$ cat src/rtl/ctx_fifo_reader.sv
// ctx_fifo_reader: drains a multi-context show-ahead FIFO round-robin into a 2-entry stream buffer.
// Optional build macro CTX_FIFO_READER_PRIO0_EN gives context 0 strict priority over the others.
module ctx_fifo_reader #(
  parameter int WIDTH   = 16,
  parameter int LOG_CTX = 3
) (
  input  logic                             clock,
  input  logic                             reset,
  input  logic [(1<<LOG_CTX)*WIDTH-1:0]    fifo_data_out,
  input  logic [(1<<LOG_CTX)-1:0]          fifo_empty,
  input  logic                             fifo_error,
  output logic [LOG_CTX-1:0]               rcc_id,
  output logic                             read,
  input  logic [(1<<LOG_CTX)-1:0]          ctx_mask,
  input  logic                             halt,
  output logic                             halted,
  output logic [WIDTH-1:0]                 out_data,
  output logic [LOG_CTX-1:0]               out_ctx,
  output logic                             out_valid,
  input  logic                             out_ready,
  output logic                             error
);

  localparam int NUM_CTX = 1 << LOG_CTX;

  typedef enum logic [1:0] {
    ST_RUN,
    ST_HALTING,
    ST_HALTED
  } state_t;

  state_t                       state_q, state_d;
  logic [LOG_CTX-1:0]           last_grant_q, last_grant_d;
  logic [1:0]                   count_q, count_d;
  logic [1:0][WIDTH-1:0]        data_q, data_d;
  logic [1:0][LOG_CTX-1:0]      ctx_q, ctx_d;
  logic                         error_q, error_d;

  logic [NUM_CTX-1:0]           eligible;
  logic                         grant_found;
  logic [LOG_CTX-1:0]           grant_idx;
  logic [WIDTH-1:0]             head_word;
  logic                         pop;
  logic                         room;

  assign eligible  = ~fifo_empty & ctx_mask;
  assign out_valid = (count_q != 2'd0);
  assign pop       = out_valid & out_ready;
  assign room      = (count_q < 2'd2) || pop;
  assign out_data  = data_q[0];
  assign out_ctx   = ctx_q[0];
  assign halted    = (state_q == ST_HALTED);
  assign error     = error_q;

  // Search starts one past the last grant and ends on it, so a lone eligible context still wins.
  always_comb begin : p_grant
    logic [LOG_CTX-1:0] cand;
    grant_found = 1'b0;
    grant_idx   = '0;
    cand        = '0;
`ifdef CTX_FIFO_READER_PRIO0_EN
    if (eligible[0]) begin
      grant_found = 1'b1;
      grant_idx   = '0;
    end
`endif
    for (int i = 1; i <= NUM_CTX; i++) begin
      cand = last_grant_q + LOG_CTX'(i);
`ifdef CTX_FIFO_READER_PRIO0_EN
      if (!grant_found && (cand != '0) && eligible[cand]) begin
`else
      if (!grant_found && eligible[cand]) begin
`endif
        grant_found = 1'b1;
        grant_idx   = cand;
      end
    end
  end

  assign read   = !reset && (state_q == ST_RUN) && grant_found && room;
  assign rcc_id = read ? grant_idx : '0;

  always_comb begin
    head_word = '0;
    for (int c = 0; c < NUM_CTX; c++) begin
      if (grant_idx == LOG_CTX'(c)) head_word = fifo_data_out[c*WIDTH +: WIDTH];
    end
  end

  // Entry 0 is always the oldest; a push lands behind whatever survives this cycle's pop.
  always_comb begin : p_buffer
    logic wr_slot;
    data_d  = data_q;
    ctx_d   = ctx_q;
    wr_slot = 1'b0;
    if (pop) begin
      data_d[0] = data_q[1];
      ctx_d[0]  = ctx_q[1];
    end
    if (read) begin
      wr_slot         = (count_q == 2'd2) || ((count_q == 2'd1) && !pop);
      data_d[wr_slot] = head_word;
      ctx_d[wr_slot]  = grant_idx;
    end
    count_d = count_q + {1'b0, read} - {1'b0, pop};
  end

  assign last_grant_d = read ? grant_idx : last_grant_q;
  assign error_d      = error_q | fifo_error | (read & fifo_empty[rcc_id]);

  always_comb begin
    state_d = state_q;
    case (state_q)
      ST_RUN:     if (halt) state_d = ST_HALTING;
      ST_HALTING: begin
        if (!halt)                 state_d = ST_RUN;
        else if (count_q == 2'd0)  state_d = ST_HALTED;
      end
      ST_HALTED:  if (!halt) state_d = ST_RUN;
      default:    state_d = ST_RUN;
    endcase
  end

  always_ff @(posedge clock or posedge reset) begin
    if (reset) begin
      state_q      <= ST_RUN;
      last_grant_q <= LOG_CTX'(NUM_CTX - 1);
      count_q      <= 2'd0;
      data_q       <= '0;
      ctx_q        <= '0;
      error_q      <= 1'b0;
    end else begin
      state_q      <= state_d;
      last_grant_q <= last_grant_d;
      count_q      <= count_d;
      data_q       <= data_d;
      ctx_q        <= ctx_d;
      error_q      <= error_d;
    end
  end

endmodule

$ cat config.mk
export PLATFORM = sky130hd
export DESIGN_NAME = ctx_fifo_reader
export DESIGN_NICKNAME = d
export VERILOG_FILES = /design/src/rtl/ctx_fifo_reader.sv
export SDC_FILE = /design/constraint.sdc
export NUM_CORES = 1
export LEC_CHECK = 0
export ABC_CLOCK_PERIOD_IN_PS = 5080
export CAP_MARGIN = 20
export CORE_MARGIN = 2
export CORE_UTILIZATION = 46
export CTS_CLUSTER_SIZE = 16
export DETAILED_ROUTE_END_ITERATION = 6
export GPL_TIMING_DRIVEN = 1
export PLACE_DENSITY = 0.82
export SYNTH_ARGS = -nofsm -noshare
export SYNTH_HDL_FRONTEND = slang
export SYNTH_SLANG_ARGS = --single-unit
$ cat constraint.sdc
create_clock -name clock -period 5.08 [get_ports clock]
set_input_delay 1.016 -clock clock [delete_from_list [all_inputs] [get_ports clock]]
set_output_delay 1.016 -clock clock [all_outputs]
set_load 0.01 [all_outputs]
==> impl_results.md, run 1 <==
* Critical Path RT at 4.06 ns
* Layout cell share with drive strength beyond 1 at 14.0%
* Final core utilization at 67.5%
* DR iter-0 viols at 319
* Post-synth EDFFs at 0
* Final Critical Period at 5.14 ns
* Area share of the leading cell type in the synthesized netlist at 22.2%
* Placed insts at a little under 900
* ANT nets after route at 0
* Die Ht at approximately 110 um
* CP endpoint kind: output pin
* Vias in the first global route at approximately 5.3k
* Initial DRT Pass Iterations at 5
* Fmax at 0.195 GHz
* Setup Skew at roughly 0.010 ns
* CTS tree: done
* CP Class: input pin to output pin
* Final worst path period share at 101%
* Max FO, Critical Path at 5
* MaxCap Viol Count at 0
* Starting density of the core at 47.2%
* Die area at ~11000 um2
* Synthesis-to-finish area growth at 43.1%
* Final Wtd Congestion at 0.953
* Largest net degree at the start of global routing at 47
* Avg Inst Size Synth at around 8.4 um2
* Gr ovfl total at 0
* Final Setup Violations at 1
* Yosys cell types at 75
* Max-slew violation count at 0
* Slew margin rel. at 35.4%
* Post-DP Area at 6750 um2
* Pre-CTS setup slack at -0.0566 ns
* Failing checks: negative setup slack
* WL/cell at 20.4 um
* Via count at 5464
* Clk Latency, worst-skew pair at 0.30 ns
* Count of yosys warnings during synthesis at 0
* Number of I/O port buffers at 174
* CP Launch Type: input pin
* # DRC at 0
* Final worst slack at -0.0586 ns
* Area contributors post-synth: dfrtp_1, mux2i_1, mux4_2, a31oi_1, o21ai_0
* # nets final at 890
* Outcome: finished with violations
* WL final at 17800 um
* GRT Resource Usage Total at a little over 30%
* CTS max path bufs at 2
* Final Hold Vio Count at 0
* Antenna violations before repair at 0
* Worst Path Arrival at between 4 and 5 ns
* CTS H-Tree Depth at 2
* Fillcell total at a little under 900
* Core area at 10300 um2
* Design area at 6940 um2
* Main synth FF type: dfrtp_1
* Clock slew at reported path FFs at 0.09 ns
* Sequential cell area fraction in the yosys report at 23.8%
* Worst Tran Pin Value at 0.967 ns
* Yosys top cell by area: dfrtp_1
* Root Driver: clkbuf_8
* Vias/cell at around 6.3
* Ant. Diodes at 0
* Die width at between 100 and 150 um
* Mapped Nets at 730
* List of most frequent post-synthesis cells: dfrtp_1, mux2i_1, nand2_1
* FF+latch count, synth at 46
* Post-Syn Instances at between 500 and 600
* Detailed placement HPWL at between 10000 and 15000 um
* Row Count at 37
* Total CTS buffers at 5
* Async set or reset register ratio after synthesis at 100%
* Post-Syn Area at 4850 um2
* # IOs at 175
* Class of the worst hold path: register to register
* First-pass GRT wire length at 27400 um
* Final non-filler cell total at between 800 and 900
* RSZ-0062 raised after global routing: yes
* Clk sink count at 46
## worst max-delay path, stage by stage
cell	delay, ns
clkdlybuf4s50_1	0.57
nand2b_1	0.19
mux2i_1	0.13
mux4_2	0.55
nor4_4	0.43
nand3_1	0.21
o221ai_2	0.26
nand2_1	0.09
and2_1	0.19
clkdlybuf4s50_1	0.49
## per-layer routing
metal	share of wire [%]	up-vias	track usage (%)	wire, um
li1	-	2524	-	-
met1	40	2643	39.5	7160
met2	50	265	51.9	8870
met3	7.7	32	4.38	1370
met4	2.2	0	8.63	388
met5	0	-	0	0
## timing repair
action / 4_1_cts / 5_1_grt
hold buffers: 0 / 0
resized for setup: 7 / 8
setup endpoints to repair: 3 / 3
pin swaps: 0 / 1
setup buffers: 0 / 1
## through the flow
stage / hold slack, ns / setup TNS (ns)
6_report: 0.477 / -0.0586
5_1_grt: 0.504 / -0.243
4_1_cts: 0.489 / -0.0228
3_5_place_dp: 0.466 / -0.124
3_3_place_gp: 0.451 / 0
2_1_floorplan: 0.443 / 0
## sequential cells by signal, summed over array words and instances, names as in the netlist
register,flops
data_q,16
out_data,16
ctx_q,3
last_grant_q,3
out_ctx,3
count_q,2
state_q,2
error,1
## cell type report
class                           instances  area [um2]  area share, %
Tap cell                              136         170           2.45
Clock inverter                          3        40.0          0.577
Sequential cell                        46        1150           16.7
Multi-Input combinational cell        453        3360           48.4
Inverter                               12        47.5          0.686
Clock buffer                            5        68.8          0.992
Timing Repair Buffer                  219        2100           30.3
## path summary, 6_finish.rpt
check | start | to | slack [ns] | depth (start not counted)
hold / removal | error | error | 0.48 | 1
hold reg to reg | error | error | 0.48 | 1
max in group asynchronous | reset | data_q[18] | 3.19 | 2
min in group asynchronous | reset | state_q[1] | 1.28 | 2
setup reg to reg | last_grant_q[0] | out_data[10] | 0.76 | 12
setup / recovery | fifo_empty[7] | rcc_id[1] | -0.06 | 10
## cells by family after synthesis
group           count (synthesis)  share of synthesized area [%]
xor+xnor                        5                          0.904
simple gates                  181                           20.3
mux                            63                           17.0
compound gates                200                           28.6
flops                          46                           23.8
fa+ha+maj                       4                           1.03
buf+inv                        78                           8.31
## layout by cell type (no fill, tap or decap), types with 4 or more instances in the layout
cell type	netlist	final
a21oi_1	31	31
a31oi_1	33	33
and2_1	6	6
and3_1	14	13
buf_4	23	43
clkbuf_8	0	5
clkdlybuf4s50_1	0	173
dfrtp_1	43	43
inv_1	9	8
mux2_2	5	4
mux2i_1	43	43
mux4_2	15	15
nand2_1	39	39
nand2b_1	10	10
nand3_1	22	22
nand4_1	4	4
nor2_1	38	37
nor2b_1	10	7
nor3_1	7	7
nor4bb_1	5	4
o21a_1	5	5
o21ai_0	38	38
o21ai_1	12	12
o21bai_1	4	4
o22a_1	15	15
o31ai_1	4	4
o32a_1	13	13
or4_1	5	5
Power of run 1 is not shown: default switching activity piles up to over one toggle a cycle in this logic, so the estimate is an artifact.
==> run 2: changes to the inputs <==
- CELL_PAD_IN_SITES_DETAIL_PLACEMENT: not set -> 1
- CELL_PAD_IN_SITES_GLOBAL_PLACEMENT: not set -> 2
- CORE_UTILIZATION: 46 -> 26
- PLACE_DENSITY: 0.82 -> not set
- PLACE_DENSITY_LB_ADDON: not set -> 0.1
==> run 2 against run 1 <==
The flow now finishes without violations. Utilization is 28 points lower. Critical path depth is 1 lower. Cell count is 11% higher. Critical path type unchanged. Critical endpoint is now read.
==> impl_results.md, run 2 (synthesis gave the netlist of run 1 again) <==
* Class of the worst hold path: register to register
* Final worst path period share at 97.3% (-3.8 points)
* Worst Path Arrival at 3.93 ns (-0.19 ns)
* Root Driver: clkbuf_16
* Most frequent cells in the layout: clkdlybuf4s50_1, buf_4, mux2i_1, dfrtp_1, nand2_1
* Most common cell after layout, fill and taps aside: clkdlybuf4s50_1
* Largest stage delay on the critical path at 0.58 ns (about the same)
* Gr ovfl total at 0 (unchanged)
* CTS H-Tree Depth at 2 (unchanged)
* Antenna violations before repair at 0 (unchanged)
* Vias/cell at 5.41 (-13%)
* # nets final at 893 (+0.34%)
* Via count at 5247 (-4.0%)
* # IOs at 175 (unchanged)
* Post-route setup TNS at 0 ns (+0.0586 ns)
* Design area at 7160 um2 (+3.2%)
* CTS tree: done
* Final Hold Vio Count at 0 (unchanged)
* CP endpoint kind: output pin
* Layout cell share with drive strength beyond 1 at 14.0% (+0.078 points)
* Slew margin rel. at 35.6% (+0.22 points)
* ANT nets after route at 0 (unchanged)
* Die Ht at 141 um (+32%)
* Clk Latency, worst-skew pair at 0.29 ns (about the same)
* Max-slew violation count at 0 (unchanged)
* Most frequent CP cell: clkdlybuf4s50_1
* Final Wtd Congestion at 0.837 (-12%)
* Critical Path RT at 4.06 ns (about the same)
* Final Critical Period at 4.94 ns (-0.195 ns)
* CTS max path bufs at 2 (unchanged)
* GRT Resource Usage Total at 20.8% (-9.4 points)
* Initial DRT Pass Iterations at 4 (-1)
* DR iter-0 viols at 223 (-30%)
* Final non-filler cell total at 970 (+11%)
* CP Launch Type: input pin
* Detailed placement HPWL at 15900 um (+17%)
* Vias in the first global route at 5541 (+4.5%)
* Reg2Reg Setup Slack at 0.51 ns (-0.25 ns)
* Die area at 19800 um2 (+74%)
* Post-DP Area at 6900 um2 (+2.1%)
* Cell Chain, Critical Path: clkdlybuf4s50_1 > nand2b_1 > mux2i_1 > mux4_2 > nor4_4 > and3_4 > a31oi_2 > buf_4 > clkdlybuf4s50_1
* Worst Tran Pin Value at 0.966 ns (-0.00183 ns)
* Pre-CTS setup slack at -0.101 ns (-0.0440 ns)
* Fmax at 0.202 GHz (+3.9%)
* Number of I/O port buffers at 174 (unchanged)
* Die width at 141 um (+32%)
* Setup Skew at 0.00750 ns (-0.00252 ns)
* Total CTS buffers at 5 (unchanged)
* Core area at 18100 um2 (+77%)
* WL/cell at 21.4 um (+5.1%)
* CP Class: input pin to output pin
* Row Count at 49 (+32%)
* First-pass GRT wire length at 32200 um (+17%)
* Final Setup Violations at 0 (-1)
* MaxCap Viol Count at 0 (unchanged)
* Max FO, Critical Path at 5 (unchanged)
* Largest net degree at the start of global routing at 47 (unchanged)
* Ant. Diodes at 0 (unchanged)
* Synthesis-to-finish area growth at 47.7%
* Outcome: finished clean
* Clock slew at reported path FFs at 0.07 ns (-0.02 ns)
* WL final at 20700 um (+17%)
* # DRC at 0 (unchanged)
* Starting density of the core at 26.7% (-20 points)
* Final worst slack at 0.136 ns (+0.195 ns)
* Clk sink count at 46 (unchanged)
* RSZ-0062 raised after global routing: no
* Crit path max-delay cell type: mux4_2
* Placed insts at 960 (+11%)
* Hold Buf Count CTS at 0 (unchanged)
run 2: cell count changes in the layout (fill, tap and decap cells not counted), moves of 2 or more:
cell and delta:
buf_12 +2, buf_4 +2, clkbuf_16 +5, clkbuf_8 -4, clkdlybuf4s50_1 -2, clkinv_2 -2, dlygate4sd2_1 +2
run 2: metrics by stage:
step                hold WS [ns]  util [%]
detailed placement         0.459      38.0
global route               0.502      39.4
finish                     0.476      39.4
global placement           0.453      38.0
floorplan                  0.443         -
CTS                        0.480      39.3
run 2: timing repair:
item,in CTS,in global routing
endpoints found under the setup margin,4,2
gates resized for setup,10,2
pin swaps,1,0
cloned,0,0
buffers inserted,1,0
run 2: cell type report:
class / instances / area [um2]
Timing Repair Buffer: 222 / 2140
Inverter: 12 / 45.0
Multi-Input combinational cell: 453 / 3330
Tap cell: 229 / 287
Clock buffer: 6 / 139
Fill cell: 2108 / 11000
Clock inverter: 2 / 60.1
Sequential cell: 46 / 1150
run 2: worst paths after layout:
path	startpoint	end	depth (start not counted)
setup / recovery	fifo_empty[7]	read	9
setup reg to reg	last_grant_q[0]	out_data[14]	12
min in group asynchronous	reset	count_q[1]	2
hold / removal	error	error	1
hold reg to reg	error	error	1
max in group asynchronous	reset	last_grant_q[1]	3
run 2: worst max-delay path: cells and delay by family:
family,cells,cell delay [ns]
AND/OR/NAND/NOR,3,0.84
multiplexers,2,0.72
AO/OA/AOI/OAI,1,0.13
buffers and inverters,3,1.21
run 2: layer usage:
| layer | GRT usage [%] | vias up | wire length [um] |
|---|---|---|---|
| li1 | - | 2533 | - |
| met1 | 28.5 | 2564 | 9590 |
| met2 | 35.2 | 130 | 9850 |
| met3 | 2.39 | 20 | 981 |
| met4 | 4.68 | 0 | 320 |
| met5 | 0 | - | 0 |
Power of run 2 is left out for the same reason.
